**src/rtl/tcb_img_feeder.sv**
```systemverilog
// tcb_img_feeder
//   Source-side driver for the 121-64-10 TCB classifier. It collects a
//   byte-serial pixel stream into the flat image bus and fires one inference
//   per image. It then waits for the classifier, or for a timeout, and hands
//   the 32-bit prediction to a downstream consumer.
//
// Ports
//   clk        rising-edge clock
//   rst        asynchronous active-low reset
//   pix_data   incoming pixel byte
//   pix_sof    first pixel of an image (only meaningful on an accept)
//   pix_valid  pixel present
//   pix_ready  feeder can take a pixel (LOAD only)
//   img_out    packed image, pixel k at bits [8k+7:8k]
//   net_valid  one-cycle start pulse to the classifier
//   net_ready  classifier result valid (level)
//   net_number classifier prediction
//   res_data   captured prediction (all ones on timeout)
//   res_err    result is a timeout error
//   res_valid  result present
//   res_ready  consumer accepts the result
//   busy       high unless idle in LOAD with no pixels collected
module tcb_img_feeder #(
  parameter int N_PIX       = 121,
  parameter int PIX_W       = 8,
  parameter int RES_W       = 32,
  parameter int TIMEOUT_CYC = 65535
) (
  input  logic                   clk,
  input  logic                   rst,
  input  logic [PIX_W-1:0]       pix_data,
  input  logic                   pix_sof,
  input  logic                   pix_valid,
  output logic                   pix_ready,
  output logic [N_PIX*PIX_W-1:0] img_out,
  output logic                   net_valid,
  input  logic                   net_ready,
  input  logic [RES_W-1:0]       net_number,
  output logic [RES_W-1:0]       res_data,
  output logic                   res_err,
  output logic                   res_valid,
  input  logic                   res_ready,
  output logic                   busy
);

  localparam int CNT_W = $clog2(N_PIX + 1);
  localparam logic [CNT_W-1:0] LAST_IDX = CNT_W'(N_PIX - 1);
  localparam logic [15:0]      TMO_LAST = 16'(TIMEOUT_CYC - 1);

  typedef enum logic [1:0] {
    ST_LOAD   = 2'd0,
    ST_FIRE   = 2'd1,
    ST_WAIT   = 2'd2,
    ST_RESULT = 2'd3
  } state_t;

  state_t                   state_r, state_nxt_s;
  logic [CNT_W-1:0]         cnt_r, cnt_nxt_s;
  logic [CNT_W-1:0]         wr_idx_s;
  logic                     wr_en_s;
  logic [15:0]              tmo_r, tmo_nxt_s;
  logic [N_PIX*PIX_W-1:0]   img_r;
  logic [RES_W-1:0]         res_data_r, res_data_nxt_s;
  logic                     res_err_r, res_err_nxt_s;
  logic                     res_valid_r, res_valid_nxt_s;
  logic                     pix_ready_r, net_valid_r, busy_r;
  logic                     accept_s;

  // pix_ready is a register, so an accept can only happen in LOAD.
  assign accept_s = pix_valid & pix_ready_r;

  // Next-state, pixel-slot and result-capture decisions.
  always_comb begin
    state_nxt_s     = state_r;
    cnt_nxt_s       = cnt_r;
    wr_en_s         = 1'b0;
    wr_idx_s        = cnt_r;
    tmo_nxt_s       = tmo_r;
    res_data_nxt_s  = res_data_r;
    res_err_nxt_s   = res_err_r;
    res_valid_nxt_s = res_valid_r;
    case (state_r)
      ST_LOAD: begin
        tmo_nxt_s = 16'd0;
        if (accept_s) begin
          wr_en_s = 1'b1;
          if (pix_sof) begin
            // Resync: restart at slot 0 from any count. Older slots keep their stale bytes.
            wr_idx_s  = {CNT_W{1'b0}};
            cnt_nxt_s = CNT_W'(1);
          end else if (cnt_r == LAST_IDX) begin
            cnt_nxt_s   = {CNT_W{1'b0}};
            state_nxt_s = ST_FIRE;
          end else begin
            cnt_nxt_s = cnt_r + CNT_W'(1);
          end
        end else begin
          wr_en_s = 1'b0;
        end
      end
      ST_FIRE: begin
        tmo_nxt_s   = 16'd0;
        state_nxt_s = ST_WAIT;
      end
      ST_WAIT: begin
        // A real result wins over a timeout landing in the same cycle.
        if (net_ready) begin
          res_data_nxt_s  = net_number;
          res_err_nxt_s   = 1'b0;
          res_valid_nxt_s = 1'b1;
          tmo_nxt_s       = 16'd0;
          state_nxt_s     = ST_RESULT;
        end else if (tmo_r == TMO_LAST) begin
          res_data_nxt_s  = {RES_W{1'b1}};
          res_err_nxt_s   = 1'b1;
          res_valid_nxt_s = 1'b1;
          tmo_nxt_s       = 16'd0;
          state_nxt_s     = ST_RESULT;
        end else begin
          tmo_nxt_s = tmo_r + 16'd1;
        end
      end
      ST_RESULT: begin
        if (res_ready) begin
          res_valid_nxt_s = 1'b0;
          cnt_nxt_s       = {CNT_W{1'b0}};
          state_nxt_s     = ST_LOAD;
        end else begin
          res_valid_nxt_s = 1'b1;
        end
      end
      default: begin
        state_nxt_s     = ST_LOAD;
        cnt_nxt_s       = {CNT_W{1'b0}};
        tmo_nxt_s       = 16'd0;
        res_valid_nxt_s = 1'b0;
      end
    endcase
  end

  // State, counters, result capture and outputs registered from next-state values.
  always_ff @(posedge clk or negedge rst) begin
    if (!rst) begin
      state_r     <= ST_LOAD;
      cnt_r       <= {CNT_W{1'b0}};
      tmo_r       <= 16'd0;
      res_data_r  <= {RES_W{1'b0}};
      res_err_r   <= 1'b0;
      res_valid_r <= 1'b0;
      pix_ready_r <= 1'b0;
      net_valid_r <= 1'b0;
      busy_r      <= 1'b0;
    end else begin
      state_r     <= state_nxt_s;
      cnt_r       <= cnt_nxt_s;
      tmo_r       <= tmo_nxt_s;
      res_data_r  <= res_data_nxt_s;
      res_err_r   <= res_err_nxt_s;
      res_valid_r <= res_valid_nxt_s;
      pix_ready_r <= (state_nxt_s == ST_LOAD);
      net_valid_r <= (state_nxt_s == ST_FIRE);
      busy_r      <= !((state_nxt_s == ST_LOAD) && (cnt_nxt_s == {CNT_W{1'b0}}));
    end
  end

  // Image store: bytes only change on an accept, so the image is stable from FIRE until LOAD.
  always_ff @(posedge clk or negedge rst) begin
    if (!rst) begin
      img_r <= {(N_PIX*PIX_W){1'b0}};
    end else if (wr_en_s) begin
      img_r[wr_idx_s*PIX_W +: PIX_W] <= pix_data;
    end
  end

  assign pix_ready = pix_ready_r;
  assign img_out   = img_r;
  assign net_valid = net_valid_r;
  assign res_data  = res_data_r;
  assign res_err   = res_err_r;
  assign res_valid = res_valid_r;
  assign busy      = busy_r;

endmodule

```
**config.mk**
```make
export PLATFORM = sky130hd
export DESIGN_NAME = tcb_img_feeder
export DESIGN_NICKNAME = d
export VERILOG_FILES = /design/src/rtl/tcb_img_feeder.sv
export SDC_FILE = /design/constraint.sdc
export NUM_CORES = 1
export LEC_CHECK = 0
export BUFFER_PORTS_ARGS = -buffer_cell sky130_fd_sc_hd__buf_2
export CORE_AREA = 2 2 408 410
export CTS_BUF_LIST = sky130_fd_sc_hd__clkbuf_2 sky130_fd_sc_hd__clkbuf_4 sky130_fd_sc_hd__clkbuf_8
export DETAILED_ROUTE_END_ITERATION = 16
export DIE_AREA = 0 0 410 412
export PLACE_DENSITY = 0.45
export SYNTH_ARGS = -nofsm -noshare
export SYNTH_HDL_FRONTEND = slang
export SYNTH_SLANG_ARGS = --single-unit
```
**constraint.sdc**
```tcl
create_clock -name clk -period 5.18 [get_ports clk]
set_input_delay 0.777 -clock clk [delete_from_list [all_inputs] [get_ports clk]]
set_output_delay 0.777 -clock clk [all_outputs]
set_load 0.02 [all_outputs]
```
## Yosys cells after proc, flatten, opt, wreduce, memory -nomap -nowiden

Cells that the tools add are included.
W data, S select, Z words.

| storage, ports and cells | value |
|---|---|
| bits in registers | 1030 |
| logic and storage cells | 62 |
| output and inout bits | 1005 |
| bits of input ports | 46 |

| operators by class | value |
|---|---|
| reductions and logical operators | 11 |
| muxes and demuxes | 28 |
| bitwise logic cells | 1 |
| shift-type cells | 2 |
| equal/unequal tests | 7 |
| add/subtract/negate cells | 3 |

Operator list:

| cell | number |
|---|---|
| $bwmux W968 | 1 |
| $shift A8 B34 Y968 const A | 1 |
| $shiftx A8 B34 Y968 | 1 |
| $mux W32 | 2 |
| $mux W7 | 7 |
| $neg A10 Y34 | 1 |
| $mux W16 | 2 |
| $pmux W16 S2 | 1 |
| $add A16 B1 Y16 const B | 1 |
| $eq A16 B16 Y1 const B | 1 |
| $pmux W7 S2 | 1 |
| $mux W2 | 6 |
| $pmux W2 S4 | 1 |
| $add A7 B1 Y7 const B | 1 |
| $eq A7 B7 Y1 const B | 1 |
| $logic_not A7 Y1 | 1 |
| $mux W1 | 6 |
| $reduce_bool A2 Y1 | 3 |
| $eq A2 B1 Y1 const B | 2 |
| $eq A2 B2 Y1 const B | 2 |
| $logic_not A2 Y1 | 2 |
| $reduce_and A2 Y1 | 2 |
| $ne A3 B3 Y1 const B | 1 |
| $pmux W1 S2 | 1 |
| 4 further kinds | 4 |

## Logic depth before layout (Yosys ltp)

| depth | value |
|---|---|
| word-level depth | 8 |
| mapped depth | 18 |
| depth with buffers taken out | 12 |

## Worst setup path before layout

Ideal clock, no wire load.

| timing path | value |
|---|---|
| kind | input to register |
| from | in pix_sof |
| to | reg img_r[392], in the netlist img_out[392] |
| setup time | 0.125 ns |
| arrival time | 4.343 ns |
| required time | 5.055 ns |
| stages | 15 |
| path buffers | 5 |
| setup slack | 0.712 ns |
| path through | nand4_1 clkbuf_1 nand2_1 ha_1 buf_2 buf_2 nor2b_1 ha_1 buf_1 clkinv_1 a31oi_1 clkbuf_1 nand2_1 nor2_2 mux2_2 |

| between the ends | value |
|---|---|
| cells in the longest elaborated chain, start to end | 6 |
| elaborated cells between the ends (all ways) | 7 |
| those cells by class | add/sub: 1; shift: 2; mux: 4 |

Ends and longest elaborated chain:

| what | line | RTL |
|---|---|---|
| from (decl) | 32 | `input logic pix_sof,` |
| $mux W7 * | 87 | `if (pix_sof) begin` |
| $mux W7 * | 85 | `if (accept_s) begin` |
| $mux W7 * | 82 | `case (state_r)` |
| $neg A10 Y34 * | 171 | `img_r[wr_idx_s*PIX_W +: PIX_W] <= pix_data;` |
| $shiftx A8 B34 Y968 or $shift A8 B34 Y968 (tied branches) | 171 |  |
| $bwmux W968 * | 171 |  |
| to (signal assigned) | 169 | `img_r <= {(N_PIX*PIX_W){1'b0}};` |
| to (signal, indexed assignment) | 171 |  |
| to (decl) | 62 | `logic [N_PIX*PIX_W-1:0] img_r;` |

Every way passes the cells marked *; elsewhere a longest branch is shown, timed or not.
A chain may end at the register's enable or synchronous reset.

## Final worst setup path

| timing path | value |
|---|---|
| from | reg state_r[1] |
| to | reg img_r[24], in the netlist img_out[24] |

| between the ends | value |
|---|---|
| cells in the longest elaborated chain, start to end | 5 |
| elaborated cells between the ends (all ways) | 7 |
| those cells by class | add/sub: 1; shift: 2; mux: 3; reduce/logical: 1 |

Ends and longest elaborated chain:

| what | line | RTL |
|---|---|---|
| from (decl) | 57 | `state_t state_r, state_nxt_s;` |
| from (signal assigned) | 154 | `state_r <= state_nxt_s;` |
| $logic_not A2 Y1 * | 82 |  |
| $mux W7 | 82 |  |
| $neg A10 Y34 | 171 |  |
| $shiftx A8 B34 Y968 or $shift A8 B34 Y968 (tied branches) | 171 |  |
| $bwmux W968 | 171 |  |

Marks and branches as above.

==> insert_results.sql <==
INSERT INTO impl_metrics (metric_group, metric, value, unit) VALUES
('run_status', 'status', 'complete, no violations', ''),
('yosys', 'synth_enable_flop_cells', '0', ''),
('power_and_ir_drop', 'sw_frac_of_total', '35.0', '%'),
('drt', 'routedWlPerCell', '27.2', 'microns'),
('drt', 'initial_drt_pass_iterations', '5', ''),
('drt', 'via_per_inst', '4.48', ''),
('sta', 'timing.final.crit_period', '4.77', 'ns'),
('die', 'die_width', '410', 'microns'),
('cells_and_area', 'filler_cells', '17000', ''),
('yosys', 'synth_seq_area_share', '64.1', '%'),
('cells_and_area', 'final_common_cell', 'sky130_fd_sc_hd__buf_2', ''),
('drt', 'dr.first_iter.drc_count', '1963', ''),
('yosys', 'netlist_area', '40200', 'sq um'),
('power_and_ir_drop', 'total_power', '21.2', 'mW'),
('die', 'fp.dieArea', '169000', 'sq um'),
('global_route', 'grt_first_pass_wirelength', '250000', 'microns'),
('sta', 'timing.final.hold_violations', '0', ''),
('drt', 'drc', '0', ''),
('setup_path', 'worst_setup_path_start_kind', 'register', ''),
('cts', 'cts_buffer_depth', '3', ''),
('power_and_ir_drop', 'clockPowerShare', '39.0', '%'),
('setup_path', 'crit_path_max_incr_delay', '0.72', 'ns'),
('yosys', 'syn_inst', '3229', ''),
('global_route', 'first_global_vias', '30200', ''),
('cts', 'clk_pin_slew_worst_paths', '0.06', 'ns'),
('yosys', 'largest_cells_by_area_after_synthesis', 'sky130_fd_sc_hd__dfrtp_1 (64%), sky130_fd_sc_hd__mux2_2 (15%), sky130_fd_sc_hd__o21ai_0 (5.4%)', ''),
('placement', 'buffer_ports.inserted', '1050', ''),
('power_and_ir_drop', 'p_leak', '27.8', 'nW'),
('cts', 'cts.htree.levels', '4', ''),
('global_route', 'initial_antenna_violation_count', '25', ''),
('yosys', 'synth_top_area_share', '64.1', '%'),
('yosys', 'ys_warn_count', '0', ''),
('setup_path', 'end_kind', 'register', ''),
('hold_path', 'hold_path.class', 'primary input to register', ''),
('cts', 'cts_post_setup_buffers_inserted', '0', ''),
('cells_and_area', 'layout-drive-gt1-share', '47.1', '%'),
('placement', 'dp.final_hpwl', '133000', 'microns'),
('cts', 'cts-buffers-inserted', '184', ''),
('sta', 'post-route-period-util', '92.0', '%'),
('setup_path', 'critPathMaxFanout', '21', ''),
('yosys', 'synthFlopType', 'sky130_fd_sc_hd__dfrtp_1', ''),
('setup_path', 'timing.critical_path.buf_inv', '1', ''),
('yosys', 'netlist-cell-type-count', '66', ''),
('sta', 'slew_headroom', '27.5', '%'),
('sta', 'fin_tns_setup', '0', 'ns'),
('cells_and_area', 'seq_area', '25800', 'sq um'),
('job', 'cap_viol_max_count', '0', ''),
('cells_and_area', 'area_growth_syn_to_layout', '30.7', '%'),
('sta', 'setup_repair_after_global_routing_missed_its_margin', 'no', ''),
('drt', 'route.antenna.remaining_nets', '0', ''),
('yosys', 'synth-seq-cells', '1030', ''),
('yosys', 'asyncSetResetFlopFracSynth', '100', '%'),
('cells_and_area', 'multiInputGateArea', '13700', 'sq um'),
('sta', 'setup_viol', '0', ''),
('global_route', 'grt_start_max_net_pins', '128', ''),
('cts', 'cts_root_buf', 'sky130_fd_sc_hd__clkbuf_8', ''),
('setup_path', 'critical_path_type', 'register to register', ''),
('power_and_ir_drop', 'sequentialPowerShare', '39.5', '%'),
('global_route', 'grt_usage', '21.1', '%'),
('yosys', 'yosys.area.top_type', 'sky130_fd_sc_hd__dfrtp_1', ''),
('die', 'pin_count', '1051', ''),
('die', 'fp.coreArea', '164000', 'sq um'),
('cts', 'tritoncts', 'yes', ''),
('placement', 'gp_congestion', '0.803', ''),
('power_and_ir_drop', 'p_switching', '7.43', 'mW'),
('setup_path', 'arrival', '5.55', 'ns'),
('sta', 'worst_clock_skew', '0.0553', 'ns'),
('yosys', 'syn-mean-instance-area', '12.4', 'sq um'),
('setup_path', 'path_cells', 'inv_1 > ha_1 > nand4_1 > nand2_1 > ha_1 > or3b_2 > nor3b_1 > o31a_2 > nand4_1 > o31ai_1', ''),
('drt', 'wirelength', '182000', 'microns'),
('power_and_ir_drop', 'internal_power_component', '13.8', 'mW');
## routing by layer
metal	routed length (microns)	part of all wire [%]	vias up	GRT usage, %
li1	-	-	13500	-
met5	0	0	-	0
met4	4280	2.3	0	5.55
met2	89600	49	1007	35.7
met1	75400	41	15300	26.0
met3	13100	7.2	221	6.41
## flip-flops by register name (all words and copies together) (netlist names)
signal     count
res_valid      1
net_valid      1
res_data      32
state_r        2
cnt_r          7
tmo_r         16
img_out      968
busy           1
res_err        1
pix_ready      1
## cells in the mapped netlist, types with 3 or more instances
library cell,number
sky130_fd_sc_hd__dfrtp_1,1030
sky130_fd_sc_hd__clkbuf_1,169
sky130_fd_sc_hd__ha_1,12
sky130_fd_sc_hd__mux2i_1,3
sky130_fd_sc_hd__nand3_1,27
sky130_fd_sc_hd__o21ai_0,434
sky130_fd_sc_hd__buf_1,5
sky130_fd_sc_hd__a21oi_1,11
sky130_fd_sc_hd__nand2_1,543
sky130_fd_sc_hd__nor2_1,59
sky130_fd_sc_hd__buf_2,23
sky130_fd_sc_hd__or2_2,6
sky130_fd_sc_hd__nand4_1,65
sky130_fd_sc_hd__o21ai_1,3
sky130_fd_sc_hd__xor2_1,11
sky130_fd_sc_hd__nor2b_1,41
sky130_fd_sc_hd__nand3_2,6
sky130_fd_sc_hd__nor3_4,16
sky130_fd_sc_hd__nor2_4,14
sky130_fd_sc_hd__nor2_2,27
sky130_fd_sc_hd__nor4_1,3
sky130_fd_sc_hd__a31oi_1,5
sky130_fd_sc_hd__o31ai_1,45
sky130_fd_sc_hd__nand3b_1,4
sky130_fd_sc_hd__and4_1,4
sky130_fd_sc_hd__mux2_2,537
sky130_fd_sc_hd__or3_1,3
sky130_fd_sc_hd__o21a_1,3
sky130_fd_sc_hd__nor3_1,9
sky130_fd_sc_hd__o41ai_1,7
sky130_fd_sc_hd__inv_1,10
sky130_fd_sc_hd__and2_1,30
sky130_fd_sc_hd__buf_4,5
sky130_fd_sc_hd__nand2b_1,3
sky130_fd_sc_hd__and3_1,14
## stage by stage
stage	setup WS (ns)	hold WS, ns	util, %	cell area, sq um
floorplan	0.712	0.480	-	40200
CTS	0.428	0.00190	32.0	52500
finish	0.414	0.140	32.0	52500
global route	0.0615	0.0664	32.0	52500
global placement	0.443	0.454	29.5	48500
detailed placement	0.485	0.461	29.5	48500
## worst register-to-register path, delay by kind of cell, from the launching register on
kind / cells / cell delay, ns
buffers and inverters: 1 / 0.12
and+or+nand+nor: 5 / 2.22
adders and majority gates: 2 / 0.70
DFF: 1 / 0.44
AOI/OAI and AO/OA: 2 / 1.15
## power groups by stage
stage	Clock [mW]	Sequential (mW)	Combinational, mW
6_report	8.27	8.39	4.56
3_5_place_dp	0	8.53	4.72
3_3_place_gp	0	8.52	4.72
4_1_cts	8.55	8.39	4.73
2_1_floorplan	0	8.73	1.78
5_1_grt	8.88	8.42	4.90
## cell type report
cell class / instances / area share (%)
Clock inverter: 31 / 0.650
Tap cell: 2189 / 5.21
Inverter: 11 / 0.0786
Multi-Input combinational cell: 1986 / 26.1
Timing Repair Buffer: 1172 / 11.9
Antenna cell: 10 / 0.0476
Clock buffer: 292 / 6.95
Sequential cell: 1030 / 49.1
## path summary, 6_finish.rpt
kind                            cells after the start  slack (ns)           from            to
max in group asynchronous                           3        3.27            rst  img_out[646]
worst min register to register                      2        0.47   img_out[300]  img_out[300]
min in group asynchronous                           2        0.47            rst  img_out[853]
worst min-delay path                                3        0.14  net_number[0]   res_data[0]
worst max register to register                     10        0.41     state_r[1]   img_out[24]
worst max-delay path                               10        0.41     state_r[1]   img_out[24]
## logic make-up (layout without fill, tap and decap cells)
logic type	after synthesis	after routing	synth area share [%]
flip-flops	1030	1030	64.1
AND/OR/NAND/NOR	890	890	10.8
multiplexers	541	541	15.1
AO/OA/AOI/OAI	530	530	7.18
buffers and inverters	213	1506	2.11
XOR/XNOR	13	13	0.283
adder cells (fa/ha/maj)	12	12	0.374
other	0	10	0
## what timing repair did
item	CTS	global route
hold buffers	3	0
resized for setup	0	0
endpoints found under the hold margin	61	0
Note: power is estimated with default switching activity, not from simulation.
